--- src/rtl/ball_timer_if.sv ---
// Control/status bundle between the Pong game controller (master) and ball_timer (slave).
interface ball_timer_if #(
  parameter int PW = 5
);
  // MAXTIME/SETTIME/HOLD are level-sampled on every rising CLK edge; TICK is a one-cycle pulse.
  logic          MAXTIME;
  logic          SETTIME;
  logic          HOLD;
  logic          TICK;
  logic [PW-1:0] PERIOD;
  logic          ATMIN;

  modport master (
    output MAXTIME, SETTIME, HOLD,
    input  TICK, PERIOD, ATMIN
  );

  modport slave (
    input  MAXTIME, SETTIME, HOLD,
    output TICK, PERIOD, ATMIN
  );
endinterface

--- src/rtl/ball_timer.sv ---
// Ball pace generator: prescaler plus period countdown emitting a one-cycle TICK.
// Optional speed-up on SETTIME is enabled by defining BALL_TIMER_SPEEDUP_EN.
module ball_timer #(
  parameter int PRESCALE   = 500000,
  parameter int PERIOD_MAX = 16,
  parameter int PERIOD_MIN = 2,
  parameter int STEP       = 2,
  parameter int PW         = 5
) (
  input logic          CLK,
  input logic          CLRN,
  ball_timer_if.slave  bus
);

  localparam int              PRW      = (PRESCALE > 1) ? $clog2(PRESCALE) : 1;
  localparam logic [PRW-1:0]  PRE_LAST = PRW'(PRESCALE - 1);
  localparam logic [PRW-1:0]  PRE_ONE  = PRW'(1);
  localparam logic [PW-1:0]   P_MAX    = PW'(PERIOD_MAX);
  localparam logic [PW-1:0]   P_MIN    = PW'(PERIOD_MIN);
  localparam logic [PW-1:0]   ONE      = PW'(1);

  if (PRESCALE < 1 || PERIOD_MIN < 1 || PERIOD_MIN > PERIOD_MAX ||
      STEP < 0 || PERIOD_MAX >= (1 << PW)) begin : g_bad_cfg
    $error("ball_timer: illegal parameter set");
  end

  logic [PRW-1:0] pre;
  logic [PW-1:0]  period;
  logic [PW-1:0]  count;
  logic           tick;
  logic           strobe;
  logic [PW-1:0]  next_period;

  assign strobe = (pre == PRE_LAST);

`ifdef BALL_TIMER_SPEEDUP_EN
  localparam logic [PW:0]   MIN_PLUS_STEP = (PW+1)'(PERIOD_MIN + STEP);
  localparam logic [PW-1:0] P_STEP        = PW'(STEP);

  // Clamp at PERIOD_MIN instead of subtracting so the period never wraps.
  always_comb begin
    next_period = period;
    if ({1'b0, period} < MIN_PLUS_STEP)
      next_period = P_MIN;
    else
      next_period = period - P_STEP;
  end
`else
  // Without speed-up, SETTIME only restarts the current period.
  always_comb begin
    next_period = period;
  end
`endif

  always_ff @(posedge CLK or negedge CLRN) begin
    if (!CLRN) begin
      pre    <= '0;
      count  <= P_MAX - ONE;
      period <= P_MAX;
      tick   <= 1'b0;
    end else if (bus.MAXTIME) begin
      pre    <= '0;
      count  <= P_MAX - ONE;
      period <= P_MAX;
      tick   <= 1'b0;
    end else if (bus.SETTIME) begin
      pre    <= '0;
      count  <= next_period - ONE;
      period <= next_period;
      tick   <= 1'b0;
    end else if (bus.HOLD) begin
      tick   <= 1'b0;
    end else begin
      pre <= strobe ? '0 : pre + PRE_ONE;
      if (strobe && count == '0) begin
        tick  <= 1'b1;
        count <= period - ONE;
      end else if (strobe) begin
        tick  <= 1'b0;
        count <= count - ONE;
      end else begin
        tick  <= 1'b0;
      end
    end
  end

  assign bus.TICK   = tick;
  assign bus.PERIOD = period;
  assign bus.ATMIN  = (period == P_MIN);

endmodule

--- src/flat_wrapper.sv ---
// flat-port wrapper written by rule: the top's interface ports become plain ports
module ball_timer_flat 
#(
  parameter int PRESCALE   = 500000,
  parameter int PERIOD_MAX = 16,
  parameter int PERIOD_MIN = 2,
  parameter int STEP       = 2,
  parameter int PW         = 5
)
  (CLK, CLRN, bus_MAXTIME, bus_SETTIME, bus_HOLD, bus_TICK, bus_PERIOD, bus_ATMIN);
  ball_timer_if #(.PW(PW)) bus_i ();
  input logic CLK;
  input logic CLRN;
  input wire logic [$bits(bus_i.MAXTIME)-1:0] bus_MAXTIME;
  input wire logic [$bits(bus_i.SETTIME)-1:0] bus_SETTIME;
  input wire logic [$bits(bus_i.HOLD)-1:0] bus_HOLD;
  output wire logic [$bits(bus_i.TICK)-1:0] bus_TICK;
  output wire logic [$bits(bus_i.PERIOD)-1:0] bus_PERIOD;
  output wire logic [$bits(bus_i.ATMIN)-1:0] bus_ATMIN;
  assign bus_i.MAXTIME = bus_MAXTIME;
  assign bus_i.SETTIME = bus_SETTIME;
  assign bus_i.HOLD = bus_HOLD;
  assign bus_TICK = bus_i.TICK;
  assign bus_PERIOD = bus_i.PERIOD;
  assign bus_ATMIN = bus_i.ATMIN;
  ball_timer #(.PRESCALE(PRESCALE), .PERIOD_MAX(PERIOD_MAX), .PERIOD_MIN(PERIOD_MIN), .STEP(STEP), .PW(PW)) u_core (.CLK(CLK), .CLRN(CLRN), .bus(bus_i));
endmodule
--- config.mk ---
export PLATFORM = sky130hd
export DESIGN_NAME = ball_timer_flat
export DESIGN_NICKNAME = d
export VERILOG_FILES = /design/src/rtl/ball_timer_if.sv /design/src/rtl/ball_timer.sv /design/src/flat_wrapper.sv
export SDC_FILE = /design/constraint.sdc
export NUM_CORES = 1
export LEC_CHECK = 0
export CORE_MARGIN = 8
export CORE_UTILIZATION = 55
export CTS_BUF_LIST = sky130_fd_sc_hd__clkbuf_2 sky130_fd_sc_hd__clkbuf_4 sky130_fd_sc_hd__clkbuf_8
export DETAILED_ROUTE_END_ITERATION = 6
export PLACE_DENSITY = 0.86
export SLEW_MARGIN = 5
export SYNTH_ARGS = -nofsm -noshare
export SYNTH_HDL_FRONTEND = slang
export SYNTH_SLANG_ARGS = --single-unit
--- constraint.sdc ---
create_clock -name CLK -period 2.9 [get_ports CLK]
set_input_delay 0.58 -clock CLK [delete_from_list [all_inputs] [get_ports CLK]]
set_output_delay 0.58 -clock CLK [all_outputs]
set_load 0.02 [all_outputs]
==> summary.md, run 1 <==
| Metric | Value |
|---|---|
| Iteration-0 DRC Markers | 65 |
| Final Wtd Congestion | 0.8656 |
| Rows | 18 |
| Area grow syn2layout | 5.816% |
| Power Density | 361.2 mW/mm^2 |
| Core area | 0.002477 mm^2 |
| Min-delay worst type | flip-flop to flip-flop |
| Fraction of registers with async set/reset | 1.000 |
| CP Capture Type | flip-flop |
| Chip Height | 67.19 um |
| First-pass GRT wire length | 4857 um |
| Max-slew violations | 0 |
| Pint | 414.4 uW |
| Hold buffers post-CTS | 0 |
| Mapped Area | 0.001441 mm^2 |
| # IOs | 12 |
| Post-DP HPWL | 2153 um |
| Leakage Power | 0.6630 nW |
| Setup Skew | 5.726 ps |
| Hold_ws | 532.9 ps |
| Achievable Freq | 444.1 MHz |
| Kind of start point of the critical path | flip-flop |
| Final setup vio count | 0 |
| P_sw | 136.4 uW |
| Status | finished, final reports clean |
| Clock Path Buffers | 2 |
| RSZ-0062 raised after global routing | false |
| Fin area | 0.001525 mm^2 |
| Power share of the sequential group | 0.636 |
| CTS clk-pin slew, worst paths | 130 ps |
| Critical path data arrival time | 2470 ps |
| Avg Cell Area, Syn | 9.009 um^2 |
| Max_cap viols | 0 |
| Cts repair resizes | 0 |
| WL final | 2858 um |
| Tot Pwr | 550.9 uW |
| Fin crit period | 2252 ps |
| CTS tree | yes |
| Vias in the first global route | 1077 |
| ANT cells | 0 |
| Post-route core utilization | 0.6157 |
| GRT overflow | 0 |
| Final worst-path cycle share | 0.7764 |
| Post-DRT Antenna Nets | 0 |
| Post-CTS Setup Inserts | 0 |
| Synth Flop Type | dfrtp_1 |
| Clock Latency Late Sink | 320 ps |
| WL per Instance | 14.66 um |
| Port Buffers | 5 |
| Placed cell areas | 0.001495 mm^2 |
| Clock share of power | 0.288 |
| Nets | 173 |
| Initial antenna violation count | 0 |
| Die footprint | 0.004515 mm^2 |
| Crit Path Category | flip-flop to flip-flop |
| Largest net degree at the start of global routing | 26 |
| Worst-margin pin slew | 496.4 ps |
| Initial Util | 0.5818 |
| Final setup TNS | 0 ps |
| Sequential element share of the synthesized area | 0.4375 |
| Sw Ratio | 0.2477 |
| Worst Path Required | 3120 ps |
| Drt drc | 0 |
| Mapped Cells | 160 |
| Layout cell share with drive strength beyond 1 | 0.1212 |
| Sink Count | 25 |
| Comb power frac | 0.075 |
| Max-slew headroom | 0.6660 |
| YS warnings | 0 |
| Synthesized flop and latch total | 25 |
| Vias | 1158 |
| CTS H-tree depth | 1 |
| DR vias/cell | 5.938 |
| Drt pass-1 iters | 4 |
| CTS root buf | clkbuf_4 |
| Synth cell types | 47 |
| Crit path max fanout | 10 |
| EDFF count, synth | 0 |
| Total global-route track usage | 0.1352 |
| Die X | 67.19 um |
| Reg2Reg Setup Slack | 650 ps |
| Worst IR Drop VDD | 0.0002982 V |
| Inserted Clock Buffers | 3 |
| Endpoints failing hold | 0 |
area by class of cell:
cell class	count	area, um^2
Timing Repair Buffer	6	57.56
Fill cell	200	952.2
Multi-Input combinational cell	123	743.2
Sequential cell	25	630.6
Inverter	7	26.28
Tap cell	30	37.54
Clock inverter	1	7.507
Clock buffer	3	22.52
flip-flops by register name (all words and copies together), names as in the netlist:
name             cells
u_core.count         5
u_core.bus.TICK      1
u_core.pre          19
synth_stat cells (all sizes together) (3+ instances only):
library cell,count,area share
a21o,4,0.022
a21oi,6,0.021
a22o,3,0.019
and3,5,0.023
buf,7,0.034
dfrtp,21,0.36
dfstp,4,0.073
inv,7,0.018
nand2,18,0.047
nand3,10,0.035
nand4,6,0.030
nor2,12,0.031
nor3,11,0.049
nor4,4,0.017
o21ai,10,0.037
or3,5,0.022
xnor2,3,0.018
kinds of logic (layout without fill, tap and decap cells):
logic type	count (synthesis)	count (layout)	synth area share
buf+inv	16	17	0.05729
compound gates	31	31	0.1458
fa+ha+maj	2	2	0.01736
xor+xnor	4	4	0.02431
flops	25	25	0.4375
simple gates	80	80	0.3125
other cells	2	6	0.005210
metal layers:
layer | vias up | part of all wire | GRT usage
met4 | 0 | 0.011 | 0.05222
met2 | 29 | 0.49 | 0.2246
met3 | 4 | 0.038 | 0.01987
li1 | 581 | - | -
met5 | - | 0 | 0
met1 | 544 | 0.46 | 0.1735
cell usage in the layout (no fill, tap or decap), types with 2 or more instances in the layout:
master / instances
nand2_1: 18
nand3_1: 10
nor3_1: 9
conb_1: 6
inv_1: 7
ha_1: 2
dfrtp_1: 21
a21o_1: 3
nor2_1: 12
nand4_1: 5
a22o_1: 2
dfstp_2: 4
a21oi_1: 6
clkdlybuf4s50_1: 5
o21ai_0: 6
and3_1: 4
xnor2_1: 3
nor4_1: 4
o21ai_1: 3
or3_1: 5
clkbuf_4: 3
final timing paths:
| kind | start | cells past startpoint | to |
|---|---|---|---|
| min in group asynchronous | CLRN | 2 | u_core.bus.TICK |
| max in group asynchronous | CLRN | 2 | u_core.count[2] |
| min | u_core.pre[0] | 1 | u_core.pre[0] |
| min reg2reg | u_core.pre[0] | 1 | u_core.pre[0] |
| max reg2reg | u_core.pre[0] | 6 | u_core.pre[13] |
| max | u_core.pre[0] | 6 | u_core.pre[13] |
critical path, stage by stage, from the launching register on:
cell and delay, ps:
dfrtp_1 400, ha_1 250, nand4_2 150, or4b_4 630, o21ai_2 370, o21ai_0 150
a22o_1 190
per-stage QoR:
stage,setup slack [ps],cells
after floorplan,816.3,164
after global placement,542.7,191
after detailed placement,443.7,191
after CTS,670.3,195
after global routing,540.2,195
final,648.4,195
power groups by stage:
stage / clock [mW] / combinational [mW] / sequential, mW
after floorplan: 0 / 0.0297 / 0.357
after global placement: 0 / 0.0412 / 0.357
after detailed placement: 0 / 0.0417 / 0.357
after CTS: 0.166 / 0.0416 / 0.351
after global routing: 0.183 / 0.0469 / 0.351
final: 0.159 / 0.0415 / 0.351
No activity file was read; power rests on OpenSTA's default activity.
==> inputs of run 2 (changes only) <==
==> constraint.sdc (replaced) <==
create_clock -name CLK -period 2.15 [get_ports CLK]
set_input_delay 0.43 -clock CLK [delete_from_list [all_inputs] [get_ports CLK]]
set_output_delay 0.43 -clock CLK [all_outputs]
set_load 0.02 [all_outputs]
==> summary.md, run 2 (synthesis results as in run 1) <==
| Metric | Value |
|---|---|
| Comb power frac | 0.093 (+0.018) |
| # IOs | 12 (unchanged) |
| Hold buffers post-CTS | 0 (unchanged) |
| First-pass GRT wire length | 5540 um (+14%) |
| Achievable Freq | 477.1 MHz (+7.4%) |
| Inserted Clock Buffers | 3 (unchanged) |
| Max-slew violations | 0 (unchanged) |
| Nets | 190 (+9.8%) |
| Status | finished, final reports clean |
| Endpoints failing hold | 0 (unchanged) |
| Layout cell share with drive strength beyond 1 | 0.2198 (+0.09857) |
| Chip Height | 67.19 um (unchanged) |
| Pint | 582.5 uW (+41%) |
| Final setup vio count | 0 (unchanged) |
| Crit Path Category | flip-flop to flip-flop |
| Power share of the sequential group | 0.608 (-0.028) |
| Port Buffers | 5 (unchanged) |
| Pre-CTS WS | -0.3486 ps (-444.1 ps) |
| Sw Ratio | 0.2513 (+0.003670) |
| Worst IR Drop VDD | 0.0004204 V (+41%) |
| RSZ-0062 raised after global routing | true |
| Core area | 0.002477 mm^2 (unchanged) |
| Tot Pwr | 778.0 uW (+41%) |
| Area grow syn2layout | 16.84% |
| Reg2Reg Setup Slack | 50 ps (-590 ps) |
| Die X | 67.19 um (unchanged) |
| Initial Util | 0.5818 (unchanged) |
| Leakage Power | 0.7573 nW (+14%) |
| Number of flip-flops in the largest register | 19 (unchanged) |
| CTS tree | yes |
| Final worst-path cycle share | 0.9749 (+0.1985) |
| GRT overflow | 0 (unchanged) |
| Worst Path Required | 2410 ps (-710 ps) |
| Most frequent cells in the layout | dfrtp_1, nand2_1, buf_4 |
| Post-DP HPWL | 2349 um (+9.1%) |
| Slowest CP cell | or4b_4 |
| Total global-route track usage | 0.1532 (+0.01805) |
| Most common cell after layout, fill and taps aside | dfrtp_1 |
| Placed cell areas | 0.001570 mm^2 (+5.0%) |
| CTS H-tree depth | 1 (unchanged) |
| P_sw | 195.5 uW (+43%) |
| Fin crit period | 2096 ps (-155.4 ps) |
| ANT cells | 0 (unchanged) |
| Largest net degree at the start of global routing | 26 (unchanged) |
| Rows | 18 (unchanged) |
| Kind of start point of the critical path | flip-flop |
| Initial antenna violation count | 0 (unchanged) |
| Power Density | 462.0 mW/mm^2 (+28%) |
| Final WS setup | 53.87 ps (-594.6 ps) |
| Crit path max fanout | 8 (-2) |
| Vias | 1315 (+14%) |
| CP max stage delay | 600 ps (-30 ps) |
| Critical path data arrival time | 2350 ps (-120 ps) |
| Final Wtd Congestion | 0.8338 (-3.7%) |
| Largest Register | u_core.pre |
| CTS root buf | clkbuf_4 |
| Crit path buf inv count | 1 (+1) |
| Post-DRT Antenna Nets | 0 (unchanged) |
| Fin area | 0.001684 mm^2 (+10%) |
| CP cell instances | ha_2 > nand4_4 > or4b_4 > buf_6 > nor3_4 > and3_1 > o21ai_2 |
| Sink Count | 25 (unchanged) |
| Setup Skew | 23.39 ps (+17.66 ps) |
| Iteration-0 DRC Markers | 111 (+71%) |
| Family with the most delay on the worst path | simple AND/OR/NAND/NOR gates |
| WL per Instance | 16.67 um (+14%) |
| Clock share of power | 0.300 (+0.012) |
| Vias in the first global route | 1229 (+14%) |
| Max_cap viols | 0 (unchanged) |
| Drt drc | 0 (unchanged) |
| Min-delay worst type | primary input to asynchronous set/reset pin |
| WL final | 3535 um (+24%) |
| Clock Latency Late Sink | 330 ps (about the same) |
| Drt pass-1 iters | 5 (+1) |
| Die footprint | 0.004515 mm^2 (unchanged) |
| CP Capture Type | flip-flop |
| Clock Path Buffers | 2 (unchanged) |
| CTS clk-pin slew, worst paths | 160 ps (+30 ps) |
| DR vias/cell | 6.203 (+4.5%) |
run 2: cell types whose count changed in the layout (fill, tap and decap cells not counted), sizes merged:
| cell | before | now |
|---|---|---|
| buf | 1 | 18 |
| clkbuf | 3 | 4 |
| clkinvlp | 1 | 0 |
run 2: final timing paths:
check / endpoint / cells past startpoint / startpoint
worst max-delay path: u_core.count[0] / 7 / u_core.pre[1]
worst min-delay path: u_core.pre[1] / 2 / CLRN
worst max register to register: u_core.count[0] / 7 / u_core.pre[1]
worst min register to register: u_core.count[4] / 2 / u_core.count[4]
max in group asynchronous: u_core.count[0] / 2 / CLRN
min in group CLK: u_core.count[4] / 2 / u_core.count[4]
run 2: timing repair:
action,CTS,global route
gates resized for setup,0,6
endpoints found under the setup margin,1,13
pin swaps,1,7
buffers inserted,1,6
run 2: layout make-up:
class / instances / area [um^2]
clock buffers: 4 / 30.03
flip-flops and latches: 25 / 630.6
repair buffers: 23 / 188.9
fillers: 191 / 793.3
inverters: 7 / 26.28
well taps: 30 / 37.54
multi-input cells: 123 / 770.7
run 2: power by group through the flow:
stage	combinational [mW]	clock (mW)	sequential (mW)
finish	0.0722	0.233	0.473
global route	0.0785	0.259	0.473
CTS	0.0667	0.229	0.473
detailed placement	0.0647	0	0.482
global placement	0.0625	0	0.481
floorplan	0.0400	0	0.481
run 2: per-stage QoR:
stage	hold WS (ps)	TNS, ps	std cells	util
floorplan	134.4	0	164	-
global placement	489.1	0	201	0.6338
detailed placement	512.3	-0.3486	201	0.6338
CTS	457.2	0	206	0.6490
global route	467.2	-74.82	212	0.6798
finish	441.1	0	212	0.6798
run 2: worst reg2reg max path: stages (launching register included):
cell     delay, ps
dfrtp_1        410
ha_2           230
nand4_4         90
or4b_4         600
buf_6          160
nor3_4         240
and3_1         230
o21ai_2         70
run 2: routing by layer:
layer,global-route usage,up-vias,wire [um]
met5,0,-,0
met4,0.02872,0,57
met3,0.02483,8,351
met2,0.2688,76,1706
met1,0.1952,623,1421
li1,-,608,-
==> inputs of run 3 (changes only) <==
--- a/config.mk
+++ b/config.mk
@@ -9,6 +9,7 @@
 export CORE_UTILIZATION = 55
 export CTS_BUF_LIST = sky130_fd_sc_hd__clkbuf_2 sky130_fd_sc_hd__clkbuf_4 sky130_fd_sc_hd__clkbuf_8
 export DETAILED_ROUTE_END_ITERATION = 6
+export GPL_ROUTABILITY_DRIVEN = 0
 export PLACE_DENSITY = 0.86
 export SLEW_MARGIN = 5
 export SYNTH_ARGS = -nofsm -noshare
==> results of run 3 <==
No change in the layout: final DEF, timing and power equal those of run 2.
